[src/rtl/prog_loader_pkg.sv]
// ============================================================================
// prog_loader_pkg : shared state, error codes and defaults for prog_loader
// Rev 1.0
// ============================================================================
`default_nettype none

package prog_loader_pkg;

  typedef enum logic [2:0] {
    ST_IDLE       = 3'd0,
    ST_LOAD       = 3'd1,
    ST_ARMED      = 3'd2,
    ST_RESET_CORE = 3'd3,
    ST_RUN        = 3'd4,
    ST_DONE       = 3'd5,
    ST_ERR        = 3'd6
  } loader_state_t;

  typedef enum logic [1:0] {
    ERR_NONE     = 2'b00,
    ERR_OVERFLOW = 2'b01,
    ERR_TIMEOUT  = 2'b10
  } err_t;

  localparam int DEFAULT_RST_CYCLES = 2;

endpackage

`default_nettype wire

[src/rtl/prog_loader_run_timer.sv]
// ============================================================================
// run_timer : RUN-cycle counter with clear/enable and MAX_CYCLES timeout flag
// Rev 1.0
// ============================================================================
`default_nettype none

module run_timer #(
  parameter int CNT_WIDTH  = 16,
  parameter int MAX_CYCLES = 65535
) (
  input  logic                 clk,
  input  logic                 rst_n,
  input  logic                 i_clr,
  input  logic                 i_en,
  output logic [CNT_WIDTH-1:0] o_count,
  output logic                 o_timeout
);

  localparam logic [CNT_WIDTH-1:0] c_max  = CNT_WIDTH'(MAX_CYCLES);
  localparam logic [CNT_WIDTH-1:0] c_last = CNT_WIDTH'(MAX_CYCLES - 1);

  logic [CNT_WIDTH-1:0] r_count;

  // Saturating at MAX_CYCLES guarantees the count can never wrap.
  always_ff @(posedge clk or negedge rst_n) begin
    if (!rst_n) begin
      r_count <= '0;
    end else if (i_clr) begin
      r_count <= '0;
    end else if (i_en && (r_count != c_max)) begin
      r_count <= r_count + 1'b1;
    end
  end

  // Asserted in the enabled cycle whose increment lands on MAX_CYCLES.
  assign o_timeout = i_en && (r_count == c_last);
  assign o_count   = r_count;

endmodule

`default_nettype wire

[src/rtl/prog_loader.sv]
// ============================================================================
// prog_loader : streams a program into instruction memory, then resets,
//               starts and times the core until done or timeout.
// Rev 1.0
// ============================================================================
`default_nettype none

module prog_loader
  import prog_loader_pkg::*;
#(
  parameter int PC_WIDTH    = 12,
  parameter int INSTR_WIDTH = 9,
  parameter int RST_CYCLES  = DEFAULT_RST_CYCLES,
  parameter int CNT_WIDTH   = 16,
  parameter int MAX_CYCLES  = 65535
) (
  input  logic                   clk,
  input  logic                   reset,
  input  logic                   ld_valid,
  output logic                   ld_ready,
  input  logic [INSTR_WIDTH-1:0] ld_data,
  input  logic                   ld_last,
  input  logic                   start,
  output logic                   imem_we,
  output logic [PC_WIDTH-1:0]    imem_addr,
  output logic [INSTR_WIDTH-1:0] imem_wdata,
  output logic                   core_reset,
  output logic                   core_req,
  input  logic                   core_done,
  output logic                   busy,
  output logic                   finished,
  output logic [1:0]             error,
  output logic [CNT_WIDTH-1:0]   cycle_count,
  output logic [PC_WIDTH:0]      words_loaded
);

  localparam int c_rcw = (RST_CYCLES > 1) ? $clog2(RST_CYCLES) : 1;
  localparam logic [c_rcw-1:0]  c_rst_last = c_rcw'(RST_CYCLES - 1);
  localparam logic [PC_WIDTH:0] c_ptr_last = (PC_WIDTH+1)'((1 << PC_WIDTH) - 1);

  loader_state_t         r_state;
  loader_state_t         w_next_state;
  logic [PC_WIDTH:0]     r_wr_ptr;
  logic [PC_WIDTH:0]     r_words_loaded;
  err_t                  r_err;
  logic [c_rcw-1:0]      r_rst_cnt;
  logic [CNT_WIDTH-1:0]  w_count;
  logic                  w_accept;
  logic                  w_run_start;
  logic                  w_rst_done;
  logic                  w_ptr_full;
  logic                  w_timeout;
  logic                  w_in_run;

  assign ld_ready   = (r_state != ST_RESET_CORE) && (r_state != ST_RUN);
  assign w_accept   = ld_valid && ld_ready;
  assign w_rst_done = (r_rst_cnt == c_rst_last);
  assign w_ptr_full = (r_wr_ptr == c_ptr_last);
  assign w_in_run   = (r_state == ST_RUN);

  assign imem_we      = w_accept;
  assign imem_wdata   = ld_data;
  assign imem_addr    = (r_state == ST_LOAD) ? r_wr_ptr[PC_WIDTH-1:0] : '0;
  assign error        = r_err;
  assign words_loaded = r_words_loaded;
  assign cycle_count  = w_count;

  always_ff @(posedge clk or negedge reset) begin
    if (!reset) begin
      r_state <= ST_IDLE;
    end else begin
      r_state <= w_next_state;
    end
  end

  always_comb begin
    w_next_state = r_state;
    w_run_start  = 1'b0;
    busy         = 1'b0;
    finished     = 1'b0;
    core_reset   = 1'b1;
    core_req     = 1'b0;
    case (r_state)
      ST_IDLE, ST_ERR: begin
        if (w_accept) w_next_state = ld_last ? ST_ARMED : ST_LOAD;
      end
      ST_ARMED, ST_DONE: begin
        finished = (r_state == ST_DONE);
        // A word arriving alongside start begins a new program instead of a run.
        if (w_accept) begin
          w_next_state = ld_last ? ST_ARMED : ST_LOAD;
        end else if (start) begin
          w_next_state = ST_RESET_CORE;
          w_run_start  = 1'b1;
        end
      end
      ST_LOAD: begin
        busy = 1'b1;
        if (w_accept) begin
          if (ld_last)         w_next_state = ST_ARMED;
          else if (w_ptr_full) w_next_state = ST_ERR;
        end
      end
      ST_RESET_CORE: begin
        busy = 1'b1;
        if (w_rst_done) w_next_state = ST_RUN;
      end
      ST_RUN: begin
        busy       = 1'b1;
        core_reset = 1'b0;
        core_req   = (w_count == '0);
        if (core_done)      w_next_state = ST_DONE;
        else if (w_timeout) w_next_state = ST_ERR;
      end
      default: w_next_state = ST_IDLE;
    endcase
  end

  always_ff @(posedge clk or negedge reset) begin
    if (!reset) begin
      r_wr_ptr       <= '0;
      r_words_loaded <= '0;
      r_err          <= ERR_NONE;
      r_rst_cnt      <= '0;
    end else begin
      if (w_accept) begin
        if (r_state == ST_LOAD) begin
          r_wr_ptr <= r_wr_ptr + 1'b1;
          if (ld_last)         r_words_loaded <= r_wr_ptr + 1'b1;
          else if (w_ptr_full) r_err          <= ERR_OVERFLOW;
        end else begin
          r_wr_ptr <= (PC_WIDTH+1)'(1);
          r_err    <= ERR_NONE;
          if (ld_last) r_words_loaded <= (PC_WIDTH+1)'(1);
        end
      end
      if (w_in_run && w_timeout && !core_done) r_err <= ERR_TIMEOUT;
      r_rst_cnt <= ((r_state == ST_RESET_CORE) && !w_rst_done) ? r_rst_cnt + 1'b1 : '0;
    end
  end

  run_timer #(
    .CNT_WIDTH  (CNT_WIDTH),
    .MAX_CYCLES (MAX_CYCLES)
  ) u_run_timer (
    .clk       (clk),
    .rst_n     (reset),
    .i_clr     (w_run_start),
    .i_en      (w_in_run),
    .o_count   (w_count),
    .o_timeout (w_timeout)
  );

endmodule

`default_nettype wire

[config.mk]
export PLATFORM = sky130hd
export DESIGN_NAME = prog_loader
export DESIGN_NICKNAME = d
export VERILOG_FILES = /design/src/rtl/prog_loader_pkg.sv /design/src/rtl/prog_loader_run_timer.sv /design/src/rtl/prog_loader.sv
export SDC_FILE = /design/constraint.sdc
export NUM_CORES = 1
export LEC_CHECK = 0
export CAP_MARGIN = 20
export CELL_PAD_IN_SITES_DETAIL_PLACEMENT = 0
export CELL_PAD_IN_SITES_GLOBAL_PLACEMENT = 1
export CORE_MARGIN = 2
export CORE_UTILIZATION = 35
export DETAILED_ROUTE_END_ITERATION = 10
export DONT_BUFFER_PORTS = 1
export GPL_TIMING_DRIVEN = 1
export MAX_ROUTING_LAYER = met4
export PLACE_DENSITY_LB_ADDON = 0.1
export SYNTH_ARGS = -nofsm -noshare
export SYNTH_HDL_FRONTEND = slang
export SYNTH_SLANG_ARGS = --single-unit
[constraint.sdc]
create_clock -name clk -period 3.4 [get_ports clk]
set_clock_uncertainty 0.05 [all_clocks]
set_input_delay 0.51 -clock clk [delete_from_list [all_inputs] [get_ports clk]]
set_output_delay 0.51 -clock clk [all_outputs]
set_load 0.005 [all_outputs]
# [Word-level counts from Yosys, hierarchy flattened]
# Index checks and enable logic that the tools add are counted.
[totals] regBits=48 output_inout_bits=58 word_cells=78
[classes] addsub=3 n_eq_ne=19 mux=31 n_reduce_logical=19
[op_table] op="$mux W13" count=4
[op_table] op="$mux W16" count=2
[op_table] op="$mux W3" count=9
[op_table] op="$add A16 B1 Y16 const B" count=1
[op_table] op="$eq A16 B16 Y1 const B" count=1
[op_table] op="$logic_not A16 Y1" count=1
[op_table] op="$ne A16 B16 Y1 const B" count=1
[op_table] op="$pmux W3 S5" count=1
[op_table] op="$add A13 B1 Y13 const B" count=1
[op_table] op="$eq A13 B12 Y1 const B" count=1
[op_table] op="$mux W12" count=1
[op_table] op="$mux W2" count=6
[op_table] op="$ne A3 B3 Y1 const B" count=4
[op_table] op="$eq A3 B3 Y1 const B" count=3
[op_table] op="$ne A3 B2 Y1 const B" count=3
[op_table] op="$mux W1" count=8
[op_table] op="$logic_and A1 B1 Y1" count=7
[op_table] op="$eq A3 B2 Y1 const B" count=2
[op_table] op="$ne A2 B2 Y1 const B" count=3
[op_table] op="$reduce_and A6 Y1" count=1
[op_table] op="$reduce_bool A2 Y1" count=2
[op_table] op="$reduce_or A2 Y1" count=2
[op_table] op="$eq A3 B1 Y1 const B" count=1
[op_table] op="$logic_not A3 Y1" count=1
[op_table] op="5 further kinds" count=6

# [Longest topological paths before layout]
[logic_depth] ltp_word=6 ltp_mapped=9 mapped_depth_nobuf=7

# [Hierarchy]
# From an unflattened synthesis, not the netlist that was laid out.
[hier_totals] hier_cells=326 hier_area_um2=3050.4
[by_module_without_submodules] module="prog_loader" instances=1 cells_each=215 area_each_um2=2060.7 seq_area_each_um2=800.8
[by_module_without_submodules] module="run_timer" instances=1 cells_each=111 area_each_um2=989.7 seq_area_each_um2=400.4

# [Worst setup path before layout]
# Ideal clock, no wire load.
[synth_timing] path_kind="reg-to-output" from="register r_state[2]" to="output imem_addr[10]" arrival_ns=1.390 required_ns=2.840 path_slack_ns=1.450 stages_incl_launch_ff=7 cell_sequence="dfrtp_1 buf_2 inv_1 and3_1 clkbuf_1 clkbuf_1 and2_1"
[synth_between] elab_chain_cells=2
[synth_rtl] element="from (decl)" line_no="prog_loader.sv:41" text="loader_state_t r_state;"
[synth_rtl] element="from (signal assigned)" line_no="prog_loader.sv:72" text="r_state <= w_next_state;"
[synth_rtl] element="$eq A3 B1 Y1" line_no="prog_loader.sv:63" text="assign imem_addr = (r_state == ST_LOAD) ? r_wr_ptr[PC_WIDTH-1:0] : '0;"
[synth_rtl] element="$mux W12" line_no="prog_loader.sv:63"
[synth_rtl] element="to (decl)" line_no="prog_loader.sv:25" text="output logic [PC_WIDTH-1:0] imem_addr,"
# No other way between the ends.

# [Worst setup path after layout]
[layout_timing] from="register r_state[0]" to="output imem_we"
[layout_between] elab_chain_cells=3 word_cells_on_any_way=4 classes_between="eq/ne: 2; reduce/logical: 2"
[layout_rtl] element="$ne A3 B2 Y1 or $ne A3 B3 Y1 (tied branches)" line_no="prog_loader.sv:55" text="assign ld_ready = (r_state != ST_RESET_CORE) && (r_state != ST_RUN);"
[layout_rtl] element="$logic_and A1 B1 Y1 (*)" line_no="prog_loader.sv:55"
[layout_rtl] element="via ld_ready" line_no="prog_loader.sv:20" text="output logic ld_ready,"
[layout_rtl] element="$logic_and A1 B1 Y1 (*)" line_no="prog_loader.sv:56" text="assign w_accept = ld_valid && ld_ready;"
[layout_rtl] element="to (decl)" line_no="prog_loader.sv:24" text="output logic imem_we,"
# Mark *: on every way through the listed nets, which the timed path passes. The rest lies on a longest branch.

==> results.cfg <==
[status]
status = complete, no violations

[finish]
seqCellArea_sq_mm = 0.00120
final_layout_size_suffix_gt1_frac = 0.0712
multiInputGateArea_sq_mm = 0.00143
design_area_sq_mm = 0.00294
fill_cells = 802
nets = 313
final_cells = 397
syn2layout_area_growth_pct = 4.58
antenna_cells = 0

[sta]
drv_slew = 0
tns_ns = 0
setup_viol = 0
period_needed_ns = 2.61
finalHoldViolCount = 0
hold_ws_ns = 0.215
timing.final.crit_share = 0.768
max_slew_margin = 0.590
rsz0062_at_grt = false
worst_slew_pin_slew_ns = 0.613
fmax_mhz = 383

[yosys]
synth_most_common_cell = dfrtp_1
ys.flop_type = dfrtp_1
synthTopCellsByCount = dfrtp_1, nand2_1, nor2_1
synthTopCellsByArea = dfrtp_1, nand2_1, xnor2_1
syn_area_sq_mm = 0.00281
synth_edf_count = 0
synth_cells = 313
synthDominantCellAreaShare = 0.427
synth-seq-cells = 48
seq_area_frac_synth = 0.427
yosys.area.top_type = dfrtp_1
synthArstFlopShare = 1.00
synthesis.nets = 332
synth_cell_types = 47
syn-mean-instance-area_sq_um = 8.98
yosys_warnings = 0

[clock_network]
clock-sinks = 48
post_cts_buffers = 0
cts-buffers-inserted = 5
cts_tree = yes
clockBufferDepth = 2
cts_max_level = 2
clk_latency_ns = 0.31
cts_root_buf = clkbuf_8
path_clk_slew_ns = 0.10

[setup_path]
required_ns = 2.84
slowest_stage = dfrtp_1
timing.rr.end = words_loaded[7]$_DFFE_PN0P_
cp_cell_sequence = nor3b_4 -> a21oi_2 -> nand2_1 -> inv_2
r2r-start = r_state[0]$_DFFE_PN0P_
cp_max_fo = 17
cp-end-kind = output port
start_kind = register
cp-startpoint = r_state[0]$_DFFE_PN0P_
slowest_delay_ns = 0.69
crit_end = imem_we
worstSetupPathType = register to output port
rr_worst_depth = 6
cp.arrival_ns = 2.05
regToRegSetupSlack_ns = 0.95

[drt]
routedWlPerCell_um = 18.1
vias = 2189
viasPerCell = 5.51
drt_wl_total_um = 7170
first_pass_iters = 4
post-route-drc-count = 0
ant_nets = 0
drtIter0Drc = 99

[die]
die_h_um = 93.6
start_util = 0.362
pin_count = 73
die_w_um = 93.6
core_sq_mm = 0.00777
fp.dieArea_sq_mm = 0.00877
rows = 32

[job]
maxCapViolCount = 0

[global_routing]
grt_antenna_before_repair = 0
grt_max_degree = 49
grt_pass1_wl_um = 11600
grt_pass1_vias = 2147
grt_util_all_layers = 0.172
grt.overflow.total = 0

[pwr]
power_mw = 2.04
power_leakage_nw = 1.22
ir_worst_vdd_mv = 0.245
p_per_area_mw_per_mm2 = 695

[place]
placed_area_sq_mm = 0.00279
gp_congestion = 0.789
hpwl_um = 5100
dp_cells = 387
io_buffers = 0

[hold_path]
hold_path_class = primary input to register
[routing by layer]
metal  up-vias  wire (um)  track usage
li1       1057          -            -
met1      1057       3330        0.227
met2        66       3280        0.261
met3         9        473       0.0500
met4         0         78       0.0423
met5         -          0            -
[registers in the layout (all words and copies together) (netlist names)]
signal / count
words_loaded: 13
r_wr_ptr: 13
u_run_timer.o_count: 16
error: 2
r_state: 3
r_rst_cnt: 1
[worst max-delay path: cells and delay by family, from the launching register on]
family / cells / cell delay [ns]
compound gates: 1 / 0.28
flops: 1 / 0.69
simple gates: 2 / 0.48
buf+inv: 1 / 0.29
[logic make-up (layout without fill, tap and decap cells)]
| family | Yosys count | in the layout | share of synthesized area |
|---|---|---|---|
| DFF | 48 | 48 | 0.427 |
| AOI/OAI and AO/OA | 59 | 59 | 0.144 |
| xor gates and xnor gates | 20 | 20 | 0.0623 |
| adders and majority gates | 4 | 4 | 0.0178 |
| buffers and inverters | 37 | 19 | 0.0645 |
| and+or+nand+nor | 136 | 136 | 0.251 |
| muxes | 9 | 9 | 0.0338 |
[through the flow]
stage                     setup slack [ns]  utilization
final                                0.788        0.379
after global placement               0.944        0.359
after detailed placement             0.905        0.359
after CTS                            0.745        0.379
after global routing                 0.622        0.379
after floorplan                       1.45            -
[what timing repair did]
item | 4_1_cts | 5_1_grt
hold buffers | 2 | 0
endpoints found under the hold margin | 48 | 0
endpoints found under the setup margin | 0 | 0
resized for setup | 0 | 0
[how the worst min path moves through the flow]
| stage | end | cells past startpoint | slack (ns) | start |
|---|---|---|---|---|
| floorplan | error[0]$_DFFE_PN0P_ | 0 | 0.16 | reset |
| detailed placement | words_loaded[0]$_DFFE_PN0P_ | 0 | 0.17 | reset |
| finish | r_wr_ptr[0]$_DFFE_PN0N_ | 1 | 0.21 | ld_valid |
| CTS | r_wr_ptr[0]$_DFFE_PN0N_ | 1 | 0.21 | ld_valid |
| global route | r_wr_ptr[0]$_DFFE_PN0N_ | 1 | 0.22 | ld_valid |
| global placement | words_loaded[1]$_DFFE_PN0P_ | 0 | 0.17 | reset |
[power breakdown]
group | switching (mW) | leakage, nW | internal [mW]
logic | 0.382 | 0.518 | 0.263
clock network | 0.212 | 0.0541 | 0.218
registers | 0.259 | 0.646 | 0.708
total | 0.853 | 1.22 | 1.19
[placed cells by master (no fill, tap or decap), drive strengths merged, types with 2 or more instances in the layout]
master,synthesis,routed
and2,16,16
ha,4,4
clkinv,1,2
nor2,22,22
o41ai,2,2
xor2,8,8
nor4,6,6
a41oi,2,2
dfrtp,48,48
and4,2,2
nor3,13,13
xnor2,12,12
and3,5,5
mux2,4,4
a311oi,3,3
clkbuf,11,5
nand2,40,40
a221o,2,2
o21ai,17,17
a21oi,8,8
nand3,17,17
nor2b,2,2
a31oi,2,2
o31ai,11,11
a211oi,5,5
nor4b,2,2
nand4,5,5
nand2b,4,4
mux2i,5,5
inv,8,8
[final cells by class]
type / count / share of cell area
well taps: 102 / 0.0434
repair buffers: 2 / 0.0128
clock buffers: 5 / 0.0234
clock inverters: 3 / 0.0145
multi-input cells: 228 / 0.486
inverters: 9 / 0.0115
flip-flops and latches: 48 / 0.409
Power figures use the tool's default switching activity.
